### src/rtl/lsu_pkg.sv
// Shared types and helpers for the load/store controller: FSM states,
// RV32 load/store size encodings and request legality checks.
package lsu_pkg;

    localparam int WORD_W = 32;

    typedef enum logic [2:0] {
        IDLE,
        READ,
        MERGE,
        WRITE,
        RESP
    } lsu_state_e;

    localparam logic [2:0] F3_B  = 3'b000;
    localparam logic [2:0] F3_H  = 3'b001;
    localparam logic [2:0] F3_W  = 3'b010;
    localparam logic [2:0] F3_BU = 3'b100;
    localparam logic [2:0] F3_HU = 3'b101;

    function automatic logic is_misaligned(input logic [2:0] funct3, input logic [1:0] offset);
        case (funct3)
            F3_H, F3_HU: return offset[0];
            F3_W:        return (offset != 2'b00);
            default:     return 1'b0;
        endcase
    endfunction

    // Unsigned sizes exist only for loads.
    function automatic logic is_illegal(input logic [2:0] funct3, input logic we);
        case (funct3)
            F3_B, F3_H, F3_W: return 1'b0;
            F3_BU, F3_HU:     return we;
            default:          return 1'b1;
        endcase
    endfunction

endpackage

### src/rtl/lsu_lane_align.sv
// Byte-lane steering between a memory word and a sub-word access:
// load extraction with sign/zero extension, and store merge into the old word.
module lsu_lane_align
    import lsu_pkg::*;
(
    input  logic [WORD_W-1:0] word,
    input  logic [1:0]        offset,
    input  logic [2:0]        funct3,
    input  logic [WORD_W-1:0] store_data,
    output logic [WORD_W-1:0] load_data,
    output logic [WORD_W-1:0] merged
);

    logic [4:0]        shamt;
    logic [WORD_W-1:0] shifted;
    logic [WORD_W-1:0] mask;

    assign shamt   = {offset, 3'b000};
    assign shifted = word >> shamt;

    always_comb begin
        load_data = word;
        case (funct3)
            F3_B:    load_data = {{24{shifted[7]}}, shifted[7:0]};
            F3_H:    load_data = {{16{shifted[15]}}, shifted[15:0]};
            F3_BU:   load_data = {24'h000000, shifted[7:0]};
            F3_HU:   load_data = {16'h0000, shifted[15:0]};
            default: load_data = word;
        endcase
    end

    // Lanes outside the mask keep the value just read from memory.
    always_comb begin
        mask = '1;
        case (funct3)
            F3_B, F3_BU: mask = 32'h0000_00FF << shamt;
            F3_H, F3_HU: mask = 32'h0000_FFFF << shamt;
            default:     mask = '1;
        endcase
        merged = (word & ~mask) | ((store_data << shamt) & mask);
    end

endmodule

### src/rtl/lsu_controller.sv
// Load/store sequencer for a word-only single-port data memory: one request
// in flight, read-modify-write for sub-word stores, one response per request.
module lsu_controller
    import lsu_pkg::*;
#(
    parameter int DATA_WIDTH    = 32,
    parameter int ADDRESS_WIDTH = 32,
    parameter int MEM_AW        = 16
) (
    input  logic                     clk,
    input  logic                     rst,
    input  logic                     req_valid,
    output logic                     req_ready,
    input  logic                     req_we,
    input  logic [2:0]               req_funct3,
    input  logic [ADDRESS_WIDTH-1:0] req_addr,
    input  logic [DATA_WIDTH-1:0]    req_wdata,
    output logic                     resp_valid,
    input  logic                     resp_ready,
    output logic [DATA_WIDTH-1:0]    resp_data,
    output logic                     resp_err,
    output logic [MEM_AW-1:0]        mem_addr,
    output logic [DATA_WIDTH-1:0]    mem_wd,
    output logic                     mem_we,
    input  logic [DATA_WIDTH-1:0]    mem_rd
);

    lsu_state_e state_q, state_d;

    logic                  we_q;
    logic [2:0]            f3_q;
    logic [1:0]            off_q;
    logic [DATA_WIDTH-1:0] wdata_q;
    logic [DATA_WIDTH-1:0] resp_data_q;
    logic                  resp_err_q;
    logic [MEM_AW-1:0]     mem_addr_q;

    logic                  accept;
    logic                  req_err;
    logic                  write_c;
    logic [DATA_WIDTH-1:0] wd_c;
    logic [DATA_WIDTH-1:0] load_data;
    logic [DATA_WIDTH-1:0] merged;
    logic                  addr_hi_unused;

    assign addr_hi_unused = ^req_addr[ADDRESS_WIDTH-1:MEM_AW+2];

    assign req_ready = (state_q == IDLE) && !rst;
    assign accept    = req_valid && req_ready;
    assign req_err   = is_illegal(req_funct3, req_we) || is_misaligned(req_funct3, req_addr[1:0]);

    always_ff @(posedge clk) begin
        if (rst) state_q <= IDLE;
        else     state_q <= state_d;
    end

    always_comb begin
        state_d = state_q;
        write_c = 1'b0;
        wd_c    = '0;
        case (state_q)
            IDLE: begin
                if (accept) begin
                    if (req_err)                          state_d = RESP;
                    else if (req_we && req_funct3 == F3_W) state_d = WRITE;
                    else                                   state_d = READ;
                end
            end
            READ:  state_d = MERGE;
            MERGE: begin
                state_d = RESP;
                if (we_q) begin
                    write_c = 1'b1;
                    wd_c    = merged;
                end
            end
            WRITE: begin
                state_d = RESP;
                write_c = 1'b1;
                wd_c    = wdata_q;
            end
            RESP:    if (resp_ready) state_d = IDLE;
            default: state_d = IDLE;
        endcase
    end

    // Request fields only matter between accept and response, so they skip reset.
    always_ff @(posedge clk) begin
        if (accept) begin
            we_q    <= req_we;
            f3_q    <= req_funct3;
            off_q   <= req_addr[1:0];
            wdata_q <= req_wdata;
        end
    end

    always_ff @(posedge clk) begin
        if (rst) begin
            resp_data_q <= '0;
            resp_err_q  <= 1'b0;
            mem_addr_q  <= '0;
        end else if (accept) begin
            resp_data_q <= '0;
            resp_err_q  <= req_err;
            mem_addr_q  <= req_addr[MEM_AW+1:2];
        end else if (state_q == MERGE && !we_q) begin
            resp_data_q <= load_data;
        end
    end

    lsu_lane_align u_align (
        .word       (mem_rd),
        .offset     (off_q),
        .funct3     (f3_q),
        .store_data (wdata_q),
        .load_data  (load_data),
        .merged     (merged)
    );

    // The state register still holds the pre-reset state during a reset cycle.
    assign mem_we     = write_c && !rst;
    assign mem_wd     = rst ? '0 : wd_c;
    assign mem_addr   = mem_addr_q;
    assign resp_valid = (state_q == RESP) && !rst;
    assign resp_data  = resp_data_q;
    assign resp_err   = resp_err_q;

endmodule

### config.mk
export PLATFORM = sky130hd
export DESIGN_NAME = lsu_controller
export DESIGN_NICKNAME = d
export VERILOG_FILES = /design/src/rtl/lsu_pkg.sv /design/src/rtl/lsu_lane_align.sv /design/src/rtl/lsu_controller.sv
export SDC_FILE = /design/constraint.sdc
export NUM_CORES = 1
export LEC_CHECK = 0
export BUFFER_PORTS_ARGS = -buffer_cell sky130_fd_sc_hd__buf_2
export CAP_MARGIN = 15
export CORE_AREA = 8 8 149 151
export DETAILED_ROUTE_END_ITERATION = 16
export DIE_AREA = 0 0 157 159
export HOLD_SLACK_MARGIN = 0.06
export RECOVER_POWER = 100
export SKIP_LAST_GASP = 1
export SLEW_MARGIN = 20
export SYNTH_ARGS = -nofsm -noshare
export SYNTH_HDL_FRONTEND = slang
export SYNTH_SLANG_ARGS = --single-unit
### constraint.sdc
create_clock -name clk -period 8.6 [get_ports clk]
set_clock_uncertainty 0.15 [all_clocks]
set_input_delay 1.29 -clock clk [delete_from_list [all_inputs] [get_ports clk]]
set_output_delay 1.29 -clock clk [all_outputs]
set_load 0.01 [all_outputs]
# Word-level counts from Yosys, hierarchy flattened

Cells that the tools add are included.

Equality and inequality tests: 13
Shifts and indexed selects: 4
Mux-type cells: 14
Bitwise operators: 4
Reduce and logical (&&, ||, !) cells: 21

Operator list:

| cell                                                                 | count |
|---|---|
| 32-bit case mux with 2 select lines                                  | 2 |
| 32-bit case mux with 4 select lines                                  | 1 |
| 32-bit AND                                                           | 2 |
| 32-bit two-way mux                                                   | 2 |
| 32-bit inverter                                                      | 1 |
| 32-bit OR                                                            | 1 |
| 16-bit by 5-bit left shift with 32-bit output (first input constant) | 1 |
| 32-bit by 5-bit left shift with 32-bit output                        | 1 |
| 8-bit by 5-bit left shift with 32-bit output (first input constant)  | 1 |
| 32-bit by 5-bit right shift with 16-bit output                       | 1 |
| 3-bit == test (second input constant)                                | 5 |
| 3-bit case mux with 4 select lines                                   | 1 |
| 2-bit OR reduction                                                   | 6 |
| 3-bit by 1-bit == test with 1-bit output (second input constant)     | 3 |
| 3-bit by 2-bit == test with 1-bit output (second input constant)     | 3 |
| 3-bit logical NOT                                                    | 3 |
| 3-bit two-way mux                                                    | 3 |
| 1-bit logical AND                                                    | 6 |
| 1-bit case mux with 2 select lines                                   | 3 |
| 2-bit != test (second input constant)                                | 2 |
| 3-bit OR reduction                                                   | 1 |
| 1-bit logical NOT                                                    | 2 |
| 2-bit two-way mux                                                    | 1 |
| 2-bit AND reduction                                                  | 1 |
| other kinds (3)                                                      | 3 |

Bits in registers: 90
Bits of input ports: 104

# Longest topological paths before layout

Word-level depth: 9
Mapped depth: 7

# Cells and area by module

A second synthesis with hierarchy kept.

Cells, all modules: 594
Area, all modules: 5166.2 um^2

Modules (own cells, without submodules):

| module         | times used | cells each | area an instance (um^2) | seq. area each (um^2) |
|---|---|---|---|---|
| lsu_controller | 1          | 357        | 3574.7                  | 2182.1 |
| lsu_lane_align | 1          | 237        | 1591.5                  | 0.0 |

# Least setup slack after synthesis

Ideal clock, no wire load.

Kind: input port to output port
Start: input rst
End: output mem_wd[10]
Arrival: 2.394 ns
Data required time: 7.160 ns
Setup slack: 4.766 ns
Cell stages on the path: 5
Path buffers: 1
Cell sequence: or3b_2 -> buf_2 -> nor2_1 -> nand2_1 -> o21ai_0

Cells in the longest elaborated chain, start to end: 1

Ends and longest elaborated chain:

| item               | line                  | RTL |
|---|---|---|
| start: declaration | lsu_controller.sv:11  | `input logic rst,` |
| 32-bit two-way mux | lsu_controller.sv:122 | `assign mem_wd = rst ? '0 : wd_c;` |
| end: declaration   | lsu_controller.sv:23  | `output logic [DATA_WIDTH-1:0] mem_wd,` |

Every way passes these cells.

# Worst setup path after layout

Start: input rst
End: register wdata_q[9] (enable)

Cells in the longest elaborated chain, start to end: 3

Ends and longest elaborated chain:

| item                   | line                 | RTL |
|---|---|---|
| 1-bit logical NOT      | lsu_controller.sv:48 | `assign req_ready = (state_q == IDLE) && !rst;` |
| 1-bit logical AND      | lsu_controller.sv:48 |  |
| 1-bit logical AND      | lsu_controller.sv:49 | `assign accept = req_valid && req_ready;` |
| named net accept       | lsu_controller.sv:38 | `logic accept;` |
| end signal: assignment | lsu_controller.sv:93 | `wdata_q <= req_wdata;` |
| end: declaration       | lsu_controller.sv:33 | `logic [DATA_WIDTH-1:0] wdata_q;` |

The timed path passes the listed nets, and every way through them passes these cells.
A chain may end at the register's enable or synchronous reset.

==> impl_metrics.csv <==
group,metric,value,unit
logic_synthesis,synth_edf_count,38,
pwr,p_switching,267,uW
global_routing,gr-max-usage-layer,"met2",
logic_synthesis,yosys_warnings,0,
floorplanning,die_height,159,um
sta,finalCritPeriodShare,0.695,
logic_synthesis,syn_nets,624,
logic_synthesis,synth_top_area_cell,"edfxtp_1",
clock_network,cts_buffers,9,
logic_synthesis,synthArstFlopShare,0,
global_routing,grt_pass1_wl,28900,um
detailed_routing,drc,0,
clock_network,clkSlewWorstSetupHoldPaths,0.07,ns
layout,area_growth,24.3,%
detailed_routing,viasPerCell,5.09,
worst_hold_path,min_path_type,"flip-flop to flip-flop",
sta,worst_pin_slew,2.85,ns
global_routing,grt_max_degree,48,
clock_network,postCtsHoldBufs,0,
global_routing,grt_overflow_total,0,
place,post-place-ws,3.78,ns
sta,rsz0062_at_grt,"no",
worst_setup_path,required,8.44,ns
layout,fillers,2186,
floorplanning,die_x,157,um
sta,setup_violations,0,
place,place.gp.congestion,0.818,
clock_network,cts-root-buf,"clkbuf_16",
global_routing,antenna_found_initial,1,
floorplanning,num_rows,52,
worst_setup_path,path_class,"input pin to flip-flop",
flow_run,maxCapViolations,1,
sta,maxSlewHeadroom,-0.920,
layout,drive_gt1_frac,0.149,
pwr,irDropWorstVdd,0.0899,mV
detailed_routing,wire_per_inst,20.4,um
worst_setup_path,critPathMaxFanout,38,
worst_setup_path,start_kind,"input pin",
worst_setup_path,worstReg2RegStart,"state_q[2]",
worst_setup_path,slowest_stage,"nor4_1",
logic_synthesis,ys_seq_area_frac,0.451,
floorplanning,initial_core_util,0.244,
logic_synthesis,ys_ff_latch,90,
floorplanning,pin_count,188,
detailed_routing,drtIter0Drc,430,
detailed_routing,firstDrtPassIters,5,
floorplanning,dieArea,25000,sq um
worst_setup_path,cp-startpoint,"rst",
layout,antenna_cells_inserted,0,
pwr,power_density,163,nW/um^2
pwr,clockPowerShare,0.382,
clock_network,cts_tree,"done",
worst_setup_path,cp.arrival,5.82,ns
logic_synthesis,syn_avg_cell_area,9.31,sq um
clock_network,clock_latency,0.35,ns
layout,final_nets,769,
worst_setup_path,worstPathCellList,"clkbuf_1 -> nor4_1 -> nand2_1 -> inv_1 -> buf_4",
pwr,power_frac_comb,0.129,
global_routing,met1_usage,0.194,
global_routing,grtUsageMet2,0.240,
logic_synthesis,synth_cell_type_count,49,
logic_synthesis,synth.area.top_cells,"edfxtp_1 24%, dfxtp_1 22%, mux2i_1 9.9%, a21oi_1 8.0%, o21ai_0 3.9%",
outcome,violations,"max-capacitance violations, max-slew violations",
global_routing,track_usage,0.152,
floorplanning,fp.coreArea,19800,sq um
global_routing,use_met3,0.0337,
global_routing,grt_pass1_vias,4830,
clock_network,post_cts_resized,0,
sta,final.setup.worst_slack,2.62,ns
worst_hold_path,min-delay-start,"mem_addr[8]",
place,dpl.hpwl,14300,um
clock_network,clock_path_buffers,2,
pwr,leakage,2.16,nW
sta,fmax,0.167,GHz
worst_setup_path,cp_slowest_stage_delay,2.27,ns
outcome,outcome,"finished with violations",
sta,fin_crit,5.98,ns
pwr,swShare,0.272,
logic_synthesis,postSynthCellCount,520,
clock_network,htree_num_levels,3,
clock_network,cts_sinks,90,
logic_synthesis,synth_common_cells,"77 x a21oi_1, 52 x dfxtp_1, 48 x mux2i_1",
logic_synthesis,ys.flop_type,"dfxtp_1",
logic_synthesis,synth_top_area_share,0.236,
detailed_routing,antenna_left,0,
logic_synthesis,synth.most_common_cell,"a21oi_1",
place,numPortBuffers,173,
worst_setup_path,crit_path_end_kind,"flip-flop",
pwr,power.internal,715,uW
sta,finalHoldViolations,0,
logic_synthesis,synthesis.area,4840,sq um
sta,slew_violations,19,
sta,finalSetupTns,0,ns
pwr,seqPwrFrac,0.490,
clock_network,postCtsSetupBuffers,0,
detailed_routing,routed_wl,19100,um
detailed_routing,vias,4781,
==> per-layer routing <==
layer / wire length [um] / part of all wire
met1: 8550 / 0.45
met4: 493 / 0.026
met2: 9000 / 0.47
met3: 1080 / 0.056
met5: 13 / 0.00068
==> power groups by stage <==
stage          combinational, mW  sequential, mW  clock (mW)
2_1_floorplan             0.0720           0.487           0
3_3_place_gp               0.130           0.489           0
3_5_place_dp               0.130           0.490           0
4_1_cts                    0.130           0.480       0.384
5_1_grt                    0.139           0.483       0.399
6_report                   0.126           0.481       0.375
==> flip-flops by register name, summed over array words and instances (netlist names) <==
name / cells
resp_data: 32
wdata_q: 32
mem_addr: 16
f3_q: 3
state_q: 3
off_q: 2
resp_err: 1
we_q: 1
==> critical path, delay by kind of cell <==
family,cells,cell delay (ns)
buffers and inverters,3,1.03
AND/OR/NAND/NOR,2,3.46
==> layout by cell type (no fill, tap or decap), types with 4 or more instances in the layout <==
cell type,instances
clkbuf_1,101
a21oi_1,77
buf_2,74
dfxtp_1,52
mux2i_1,48
nand2_1,45
o21ai_0,38
edfxtp_1,38
nor3_1,18
nand3b_1,18
nor2_1,17
a22oi_1,16
nand3_1,16
o2bb2ai_1,15
a31oi_1,10
clkbuf_16,9
a32o_1,8
a211oi_1,8
o221ai_1,7
or3_1,6
inv_1,5
buf_4,5
nand2b_1,4
==> per-stage QoR <==
stage / hold WS (ns) / cell area (sq um) / util / power (mW) / std cells
after floorplan: 0.344 / 4840 / - / 0.559 / 520
after global placement: 0.308 / 5890 / 0.297 / 0.619 / 924
after detailed placement: 0.311 / 5890 / 0.297 / 0.620 / 924
after CTS: 0.326 / 6160 / 0.310 / 0.995 / 940
after global routing: 0.346 / 6020 / 0.303 / 1.02 / 940
final: 0.329 / 6020 / 0.303 / 0.982 / 940
==> cell type report <==
type | instances | area, sq um | share of cell area
multi-input combinational | 379 | 2420 | 0.402
sequential | 90 | 2180 | 0.363
timing repair buffer | 179 | 783 | 0.130
tap | 270 | 338 | 0.0561
clock buffer | 11 | 243 | 0.0403
clock inverter | 5 | 28.8 | 0.00478
inverter | 6 | 22.5 | 0.00374
==> logic make-up after synthesis <==
group	Yosys count	synth area share
and+or+nand+nor	138	0.151
DFF	90	0.451
muxes	49	0.104
AOI/OAI and AO/OA	192	0.247
buffers and inverters	51	0.0478
==> final timing paths <==
check	endpoint	slack, ns	cells after the start
worst max-delay path	wdata_q[9]	2.62	5
worst min register to register	mem_addr[8]	0.33	2
worst min-delay path	mem_addr[8]	0.33	2
worst max register to register	wdata_q[9]	3.53	4
No activity file was read; power rests on OpenSTA's default activity.
